<file path="config.mk">
export PLATFORM = sky130hd
export DESIGN_NAME = conv_1x1_accum_align
export DESIGN_NICKNAME = d
export VERILOG_FILES = /design/src/rtl/conv_1x1_accum_align_pkg.sv /design/src/rtl/conv_1x1_accum_align_fifo.sv /design/src/rtl/conv_1x1_accum_align.sv
export SDC_FILE = /design/constraint.sdc
export NUM_CORES = 1
export LEC_CHECK = 0
export BUFFER_PORTS_ARGS = -buffer_cell sky130_fd_sc_hd__buf_2
export CAP_MARGIN = 20
export CORE_AREA = 10 10 284 286
export DETAILED_ROUTE_END_ITERATION = 6
export DIE_AREA = 0 0 294 296
export PLACE_DENSITY = 0.76
export SLEW_MARGIN = 20
export SYNTH_ARGS = -nofsm -noshare
export SYNTH_HDL_FRONTEND = slang
export SYNTH_SLANG_ARGS = --single-unit
</file>
<file path="constraint.sdc">
create_clock -name clk -period 9.59 [get_ports clk]
set_clock_uncertainty 0.05 [all_clocks]
set_input_delay 1.4385 -clock clk [delete_from_list [all_inputs] [get_ports clk]]
set_output_delay 1.4385 -clock clk [all_outputs]
set_load 0.005 [all_outputs]
</file>
<file path="src/rtl/conv_1x1_accum_align_pkg.sv">
// Shared types and elaboration helpers for the 1x1 convolution accumulate/align back end.
package conv_1x1_accum_align_pkg;

    localparam logic [0:0] ST_PREFILL = 1'b0;
    localparam logic [0:0] ST_STREAM  = 1'b1;

    // Counter width that stays legal when the count collapses to a single value.
    function automatic int clog2_min1(input int n);
        return (n > 1) ? $clog2(n) : 1;
    endfunction

    function automatic longint round_bias(input int shift);
        return (shift > 0) ? (longint'(1) <<< (shift - 1)) : longint'(0);
    endfunction

    function automatic longint sat_max(input int width);
        return (longint'(1) <<< (width - 1)) - longint'(1);
    endfunction

endpackage

</file>
<file path="src/rtl/conv_1x1_accum_align_fifo.sv">
// Synchronous FIFO with inferred RAM, extra pointer MSB for full/empty, synchronous clear.
// Latency: a written word is readable the cycle after the write; read data is combinational.
// Backpressure: none; writes to a full FIFO are ignored unless a read happens in the same cycle.
module conv_1x1_accum_align_fifo #(
    parameter int DW    = 16,
    parameter int DEPTH = 64,
    parameter int AW    = $clog2(DEPTH)
) (
    input  logic          clk,
    input  logic          reset,
    input  logic          clear,
    input  logic          wr_en,
    input  logic [DW-1:0] wr_dat,
    input  logic          rd_en,
    output logic [DW-1:0] rd_dat,
    output logic          full,
    output logic          empty,
    output logic [AW:0]   level
);

    localparam logic [AW:0] PTR_ONE = (AW + 1)'(1);

    logic [DW-1:0] mem [DEPTH];
    logic [AW:0]   wr_ptr;
    logic [AW:0]   rd_ptr;
    logic          do_wr;
    logic          do_rd;

    assign empty  = (wr_ptr == rd_ptr);
    assign full   = (wr_ptr[AW] != rd_ptr[AW]) && (wr_ptr[AW-1:0] == rd_ptr[AW-1:0]);
    assign level  = wr_ptr - rd_ptr;
    assign do_rd  = rd_en && !empty;
    assign do_wr  = wr_en && (!full || do_rd);
    assign rd_dat = mem[rd_ptr[AW-1:0]];

    always_ff @(posedge clk or negedge reset) begin
        if (!reset) begin
            wr_ptr <= '0;
            rd_ptr <= '0;
        end else if (clear) begin
            wr_ptr <= '0;
            rd_ptr <= '0;
        end else begin
            if (do_wr) wr_ptr <= wr_ptr + PTR_ONE;
            if (do_rd) rd_ptr <= rd_ptr + PTR_ONE;
        end
    end

    always_ff @(posedge clk) begin
        if (do_wr) mem[wr_ptr[AW-1:0]] <= wr_dat;
    end

endmodule

</file>
<file path="src/rtl/conv_1x1_accum_align.sv">
// Accumulates CHANNEL_NUM_IN partial products per pixel, rounds/shifts/saturates, buffers until PREFILL.
// Latency: FIFO write 1 clk after the last channel; first output 3 clk after the last channel at PREFILL=1.
// Backpressure: none upstream; results arriving at a full FIFO with no read are dropped and flagged.
module conv_1x1_accum_align
    import conv_1x1_accum_align_pkg::*;
#(
    parameter int DATA_WIDTH     = 16,
    parameter int ACC_WIDTH      = 32,
    parameter int CHANNEL_NUM_IN = 128,
    parameter int SHIFT          = 8,
    parameter int SATURATE       = 1,
    parameter int FIFO_DEPTH     = 64,
    parameter int PREFILL        = 64
) (
    input  logic                          clk,
    input  logic                          reset,
    input  logic                          valid_in,
    input  logic [DATA_WIDTH-1:0]         pxl_in,
    input  logic                          flush,
    output logic [DATA_WIDTH-1:0]         pxl_out,
    output logic                          valid_out,
    output logic [$clog2(FIFO_DEPTH):0]   fifo_level,
    output logic                          overflow
);

    localparam int CW = clog2_min1(CHANNEL_NUM_IN);
    localparam int LW = $clog2(FIFO_DEPTH) + 1;
    localparam int XW = ACC_WIDTH + 1;
    localparam logic [CW-1:0]        CH_LAST     = CW'(CHANNEL_NUM_IN - 1);
    localparam logic [LW-1:0]        PREFILL_LVL = LW'(PREFILL);
    localparam logic signed [XW-1:0] RND         = XW'(round_bias(SHIFT));
    localparam logic signed [XW-1:0] SAT_MAX     = XW'(sat_max(DATA_WIDTH));
    localparam logic signed [XW-1:0] SAT_MIN     = -SAT_MAX - XW'(1);

    logic [CW-1:0]                ch_cnt;
    logic signed [DATA_WIDTH-1:0] pxl_s;
    logic signed [ACC_WIDTH-1:0]  pxl_ext;
    logic signed [ACC_WIDTH-1:0]  acc;
    logic signed [ACC_WIDTH-1:0]  acc_next;
    logic signed [ACC_WIDTH-1:0]  sum_q;
    logic                         sum_vld;
    logic                         last_ch;

    assign pxl_s    = pxl_in;
    assign pxl_ext  = ACC_WIDTH'(pxl_s);
    assign last_ch  = (ch_cnt == CH_LAST);
    // Channel 0 starts a fresh pixel, so the stale accumulator is never added in.
    assign acc_next = ((ch_cnt == '0) ? '0 : acc) + pxl_ext;

    always_ff @(posedge clk or negedge reset) begin
        if (!reset) begin
            ch_cnt  <= '0;
            acc     <= '0;
            sum_q   <= '0;
            sum_vld <= 1'b0;
        end else if (flush) begin
            ch_cnt  <= '0;
            acc     <= '0;
            sum_q   <= '0;
            sum_vld <= 1'b0;
        end else begin
            sum_vld <= valid_in && last_ch;
            if (valid_in) begin
                acc <= acc_next;
                if (last_ch) begin
                    ch_cnt <= '0;
                    sum_q  <= acc_next;
                end else begin
                    ch_cnt <= ch_cnt + CW'(1);
                end
            end
        end
    end

    // One guard bit keeps the rounding bias from wrapping a near-max sum.
    logic signed [XW-1:0]         sum_x;
    logic signed [XW-1:0]         rnd_sum;
    logic signed [XW-1:0]         shifted;
    logic [DATA_WIDTH-1:0]        res;

    assign sum_x   = XW'(sum_q);
    assign rnd_sum = sum_x + RND;
    assign shifted = rnd_sum >>> SHIFT;

    always_comb begin
        res = shifted[DATA_WIDTH-1:0];
        if (SATURATE != 0) begin
            if (shifted > SAT_MAX)      res = SAT_MAX[DATA_WIDTH-1:0];
            else if (shifted < SAT_MIN) res = SAT_MIN[DATA_WIDTH-1:0];
        end
    end

    logic [0:0]            state;
    logic                  rd_go;
    logic                  fifo_full;
    logic                  fifo_empty;
    logic [DATA_WIDTH-1:0] rd_dat;

    assign rd_go = (state == ST_STREAM) && !fifo_empty;

    conv_1x1_accum_align_fifo #(
        .DW    (DATA_WIDTH),
        .DEPTH (FIFO_DEPTH)
    ) u_fifo (
        .clk    (clk),
        .reset  (reset),
        .clear  (flush),
        .wr_en  (sum_vld),
        .wr_dat (res),
        .rd_en  (rd_go),
        .rd_dat (rd_dat),
        .full   (fifo_full),
        .empty  (fifo_empty),
        .level  (fifo_level)
    );

    always_ff @(posedge clk or negedge reset) begin
        if (!reset) begin
            state     <= ST_PREFILL;
            pxl_out   <= '0;
            valid_out <= 1'b0;
            overflow  <= 1'b0;
        end else if (flush) begin
            state     <= ST_PREFILL;
            pxl_out   <= '0;
            valid_out <= 1'b0;
            overflow  <= 1'b0;
        end else begin
            if ((state == ST_PREFILL) && (fifo_level >= PREFILL_LVL)) state <= ST_STREAM;
            valid_out <= rd_go;
            if (rd_go) pxl_out <= rd_dat;
            if (sum_vld && fifo_full && !rd_go) overflow <= 1'b1;
        end
    end

endmodule
</file>
==> results_dict.tcl, run 1 <==
set metrics [dict create \
    synth_compound_area_frac 0.0326 \
    cts_resized 0 \
    reg2reg_from "u_fifo.rd_ptr[4]" \
    finalSetupTns_ns 0 \
    area.growth.synth_to_final_pct 11.7 \
    antenna_found_initial 4 \
    grt_usage 0.259 \
    slowest_stage "inv_2" \
    grt_pass1_vias 24300 \
    cp_data_required_time_ns 8.10 \
    worstHoldStart "acc[14]" \
    grt_pass1_wl_um 164000 \
    ir_drop_uv 162 \
    power.density_nw_per_um2 188 \
    io-pin-count 45 \
    routabilityCongestion 0.920 \
    synthXorXnorAreaFrac 0.0111 \
    cts.htree.levels 3 \
    fp.dieH_um 296 \
    drt_first_pass_iters 7 \
    p_leak_uw 0.0169 \
    maxCapViolations 0 \
    synthMuxAreaShare 0.164 \
    vias 24100 \
    slew_headroom 0.250 \
    layout.nets 2572 \
    outcome "complete, no violations" \
    die_w_um 294 \
    port-buffer-count 44 \
    syn_area_per_cell_um2 19.3 \
    syn_inst 2375 \
    worstMarginPinSlew_ns 1.12 \
    yosys.area_share.simple 0.0429 \
    rsz0062_at_grt "no" \
    drive_gt1_frac 0.256 \
    slew_violations 0 \
    final_common_cell "edfxtp_1" \
    clock_path_buffers 3 \
    overflow 0 \
    cts_sinks 1122 \
    ys_seq_elements 1122 \
    slowest_delay_ns 0.95 \
    yosysUniqueCellTypes 73 \
    startpoint "u_fifo.rd_ptr[4]" \
    wl_um 110000 \
    ys_async_sr_fraction 0.0873 \
    synth_nets 2439 \
    grt_max_degree 115 \
    postCtsHoldBufs 0 \
    holdWs_ns 0.418 \
    synth-adder-area-share 0.0123 \
    end_kind "output pin" \
    rows 101 \
    die-area_um2 87000 \
    drt_iter0_drc 3031 \
    worstSkewPairLatency_ns 0.70 \
    drc 0 \
    cts_tree "done" \
    initial_core_util 0.610 \
    crit_type "reg2out" \
    yosysSeqAreaShare 0.723 \
    timing_hold_violations_final 0 \
    synth_top_family_by_area "multiplexers" \
    critPathArrivalTime_ns 3.37 \
    antenna_left 0 \
    numCtsBuffers 108 \
    dp_hpwl_um 61700 \
    synth-edff-count 1024 \
    critPathLaunchType "flop" \
    core_um2 75200 \
    clkTransAtPathRegs_ns 0.06 \
    setup_viol 0 \
    synth_area_um2 45900 \
    min_period_ns 4.86 \
    holdCritPathClass "reg2reg" \
    path_cells "inv_2 > ha_1 > inv_1 > o21bai_1 > a21oi_1 > xnor2_1 > buf_2" \
    cp_max_fo 34 \
    synthFlopType "edfxtp_1" \
    cts_root_buffer "clkbuf_16" \
    fmax_mhz 206 \
    cts_setup_buffers 0 \
    via_per_inst 6.73 \
    avgRoutedWirePerCell_um 30.8 \
    layout_common_cells "edfxtp_1, mux4_2, nor2_1" \
    ys_warn_count 0 \
    timing.final.crit_share 0.506 \
]
cell type report:
class	instances	area [µm²]
fill	4569	23900
sequential	1122	33200
multi-input combinational	1102	12300
inverter	33	126
tap	978	1220
antenna	1	2.50
clock inverter	60	607
clock buffer	141	2860
timing repair buffer	141	975
flip-flops by register name, indices dropped and copies added (netlist names):
register       count
acc               32
ch_cnt             7
overflow           1
pxl_out           16
state              1
sum_q             25
sum_vld            1
u_fifo.mem      1024
u_fifo.rd_ptr      7
u_fifo.wr_ptr      7
valid_out          1
layer usage:
metal	GRT usage	vias up	share of wire
li1	-	9920	-
met1	0.345	12500	0.37
met2	0.429	1393	0.50
met3	0.0560	246	0.097
met4	0.0812	2	0.031
met5	0	-	0.00015
worst paths after layout:
kind	endpoint	slack, ns	depth (start not counted)
max	fifo_level[6]	4.73	7
min	acc[14]	0.42	2
max reg2reg	u_fifo.mem[31][2]	4.85	9
min reg2reg	acc[14]	0.42	2
max in group asynchronous	u_fifo.rd_ptr[3]	7.41	2
min in group asynchronous	sum_q[10]	0.69	1
cell families after synthesis:
kind of cell,after synthesis
DFF,1122
and+or+nand+nor,415
muxes,353
AOI/OAI and AO/OA,232
buffers and inverters,151
xor gates and xnor gates,58
adders and majority gates,44
critical path, delay by kind of cell (launching register included):
kind	cells	cell delay, ns
AOI/OAI and AO/OA	2	0.26
xor gates and xnor gates	1	0.17
adders and majority gates	1	0.43
buffers and inverters	3	1.20
DFF	1	0.64
report_power, final:
| group | internal (µW) | switching, µW | leakage [µW] | total [µW] |
|---|---|---|---|---|
| clock | 2330 | 1810 | 0.00168 | 4140 |
| sequential | 5300 | 8.77 | 0.0108 | 5310 |
| combinational | 64.2 | 131 | 0.00443 | 195 |
Yosys cell counts (all sizes together) (3+ instances only):
library cell / count / area [µm²]
a211oi: 4 / 30.0
a21o: 9 / 67.6
o31ai: 15 / 123
nor2b: 6 / 37.5
mux4: 320 / 7210
ha: 42 / 526
nor4: 4 / 31.3
o211ai: 7 / 52.6
xor2: 24 / 210
o21ai: 62 / 318
o31a: 3 / 26.3
nand3b: 11 / 82.6
or4: 3 / 22.5
dfrtp: 98 / 2450
o311ai: 3 / 26.3
a21boi: 6 / 45.0
nand2b: 5 / 31.3
buf: 54 / 256
and3: 8 / 55.1
edfxtp: 1024 / 30700
nor3b: 3 / 22.5
or2: 5 / 31.3
inv: 32 / 120
nor2: 135 / 514
or3: 10 / 62.6
o21a: 7 / 52.6
a2111oi: 4 / 60.1
a31oi: 17 / 106
mux2i: 31 / 310
a22o: 6 / 52.6
nand2: 114 / 428
xnor2: 34 / 298
a21oi: 77 / 415
nand4: 15 / 93.8
nor3: 17 / 90.1
nand3: 38 / 190
clkbuf: 64 / 240
and2: 34 / 213
stage by stage:
| step | total power [µW] | area, µm² | worst slack [ns] | util | instances |
|---|---|---|---|---|---|
| 6_report | 9640 | 51300 | 4.73 | 0.682 | 3578 |
| 5_1_grt | 9900 | 51300 | 4.47 | 0.682 | 3577 |
| 4_1_cts | 9690 | 51200 | 4.71 | 0.682 | 3577 |
| 3_5_place_dp | 5600 | 47800 | 4.97 | 0.635 | 3376 |
| 3_3_place_gp | 5600 | 47800 | 5.05 | 0.635 | 3376 |
| 2_1_floorplan | 5540 | 45900 | 5.20 | - | 2375 |
No activity file was read; power rests on OpenSTA's default activity.
==> run 2, diff against run 1 <==
- ABC_AREA: not set -> 1
- CORE_AREA: 10 10 284 286 -> 10 10 290 292
- DIE_AREA: 0 0 294 296 -> 0 0 300 302
- clock period: 9.59 -> 4.9 ns (I/O delays scaled with it)
==> run 2 against run 1 <==
  * Via count grew 38%
  * Cell count grew 53%
  * Combinational power grew to 6.7 times the previous value
  * Global-route usage grew 0.81 points
  * Largest power group unchanged
==> results_dict.tcl, run 2 <==
set metrics [dict create \
    outcome "complete, no violations" \
    drc 0 \
    synthXorXnorAreaFrac 0.00580 \
    critPathArrivalTime_ns 4.28 \
    drive_gt1_frac 0.0921 \
    critPathLaunchType "flop" \
    final_cells 5458 \
    vias 33200 \
    initial_core_util 0.613 \
    p_comb_frac 0.063 \
    synthMuxAreaShare 0.00354 \
    p_leak_uw 0.0192 \
    finalSetupTns_ns 0 \
    slew_headroom 0.277 \
    io-pin-count 45 \
    ys_async_sr_fraction 0.0873 \
    synth_compound_area_frac 0.106 \
    cts.htree.levels 3 \
    die_w_um 300 \
    clkTransAtPathRegs_ns 0.07 \
    ys_seq_elements 1122 \
    antenna_found_initial 3 \
    cts_root_buffer "clkbuf_16" \
    layout_common_cells "edfxtp_1, nor2_1, nand2_1" \
    overflow 0 \
    cts_tree "done" \
    dp_hpwl_um 72800 \
    core_um2 78400 \
    avgRoutedWirePerCell_um 22.5 \
    fp.dieH_um 302 \
    layout.nets 4379 \
    antenna_left 0 \
    p_seq_frac 0.530 \
    synth_top_cell_area_share 0.640 \
    timing_hold_violations_final 0 \
    p_sw_frac 0.225 \
    rsz0062_at_grt "no" \
    synth-edff-count 1024 \
    postCtsHoldBufs 0 \
    grt_usage 0.267 \
    worstSkewPairLatency_ns 0.70 \
    port-buffer-count 44 \
    synth_top_family_by_area "simple AND/OR/NAND/NOR gates" \
    syn_area_per_cell_um2 11.3 \
    ys_warn_count 0 \
    synth_most_common_cell "edfxtp_1" \
    area.growth.synth_to_final_pct 10.9 \
    synth-adder-area-share 0.0118 \
    yosys.area_share.simple 0.145 \
    grt_max_degree 137 \
    grt_pass1_wl_um 187000 \
    syn_inst 4265 \
    clock_path_buffers 3 \
    cts_resized 0 \
    worstMarginPinSlew_ns 1.08 \
    routabilityCongestion 0.941 \
    timing.final.crit_share 0.811 \
    cts_sinks 1122 \
    fmax_mhz 252 \
    place_inst 5255 \
    rrSetupSlack_ns 0.93 \
    synth_area_um2 48100 \
    slew_violations 0 \
    ir_drop_uv 423 \
    cp_max_fo 20 \
    synthDominantAreaCellType "edfxtp_1" \
    end_kind "flop" \
    synth_nets 4329 \
    maxCapViolations 0 \
    numCtsBuffers 108 \
    rows 103 \
    largest_reg_flops 1024 \
    nFillCells 5579 \
    setup_viol 0 \
    power.internal_uw 16300 \
    drt_first_pass_iters 6 \
    wl_um 123000 \
    synthFlopType "edfxtp_1" \
    holdWs_ns 0.152 \
    clock_power_share 0.408 \
    holdCritPathClass "in2async" \
    p_sw_uw 4730 \
    die-area_um2 90600 \
    yosysUniqueCellTypes 50 \
    yosysSeqAreaShare 0.691 \
    drt_iter0_drc 4271 \
    via_per_inst 6.09 \
    cts_setup_buffers 0 \
    synth.area.top_cells "edfxtp_1, nor2_1, o21ai_0, dfrtp_1, nand2_1" \
    synth_common_cells "edfxtp_1, nor2_1, nand2_1" \
    crit_type "reg2reg" \
    final_common_cell "edfxtp_1" \
    cp_data_required_time_ns 5.21 \
    min_period_ns 3.97 \
    power.density_nw_per_um2 394 \
    grt_pass1_vias 32000 \
]
run 2: cell types whose count changed after synthesis, sizes merged, moves of 31 or more:
cell,change
nor2,+717
o21ai,+571
nand2,+487
mux4,-320
nand3,+145
inv,+141
o211ai,+120
buf,+65
clkbuf,+49
and2,-32
o22ai,+31
run 2: kinds of logic (layout without fill, tap and decap cells):
logic type / after synthesis / count (layout)
simple gates: 1706 / 1706
flops: 1122 / 1122
compound gates: 930 / 930
buf+inv: 415 / 557
fa+ha+maj: 44 / 44
xor+xnor: 31 / 31
mux: 17 / 17
other cells: 0 / 1
run 2: metal layers:
| layer | wire length [µm] | GRT usage | vias up |
|---|---|---|---|
| li1 | - | - | 15200 |
| met1 | 47800 | 0.360 | 16000 |
| met2 | 57900 | 0.433 | 1755 |
| met3 | 13100 | 0.0560 | 247 |
| met4 | 3770 | 0.0872 | 4 |
| met5 | 24 | 0 | - |
run 2: final timing paths:
check	start	end	depth (start not counted)
max	u_fifo.rd_ptr[5]	u_fifo.mem[42][9]	7
min	reset	sum_q[11]	1
max reg2reg	u_fifo.rd_ptr[5]	u_fifo.mem[42][9]	7
min reg2reg	acc[0]	acc[0]	2
max in group asynchronous	reset	u_fifo.rd_ptr[2]	2
min in group clk	pxl_in[0]	acc[0]	4
run 2: cell type report:
type                    count  area, µm²  share of cell area
diodes                      1       2.50           0.0000469
well taps                1050       1310              0.0246
clock buffers             135       2960              0.0555
inverters                 183        694              0.0130
multi-input cells        2728      13100               0.246
flip-flops and latches   1122      33200               0.623
repair buffers            172       1250              0.0234
clock inverters            67        758              0.0142
run 2: power groups by stage:
stage / Clock, µW / Combinational (µW) / Sequential [µW]
floorplan: 0 / 680 / 11300
global placement: 0 / 1280 / 11300
detailed placement: 0 / 1300 / 11300
CTS: 8610 / 1310 / 11100
global route: 9010 / 1430 / 11100
finish: 8560 / 1310 / 11100
run 2: critical path, cell delays in order (launching register included):
cell,delay (ns)
dfrtp_1,0.47
inv_1,0.55
ha_1,0.36
and3_1,0.21
a21oi_2,0.38
nand4_1,0.91
nor2_1,0.39
buf_4,0.31
run 2: per-stage QoR:
step | worst slack (ns) | utilization | power (µW) | cell area (µm²)
global placement | 1.18 | 0.633 | 12600 | 49600
CTS | 1.03 | 0.680 | 21000 | 53300
finish | 0.928 | 0.680 | 21000 | 53300
detailed placement | 1.13 | 0.633 | 12600 | 49600
floorplan | 1.42 | - | 12000 | 48100
global route | 0.806 | 0.680 | 21600 | 53300
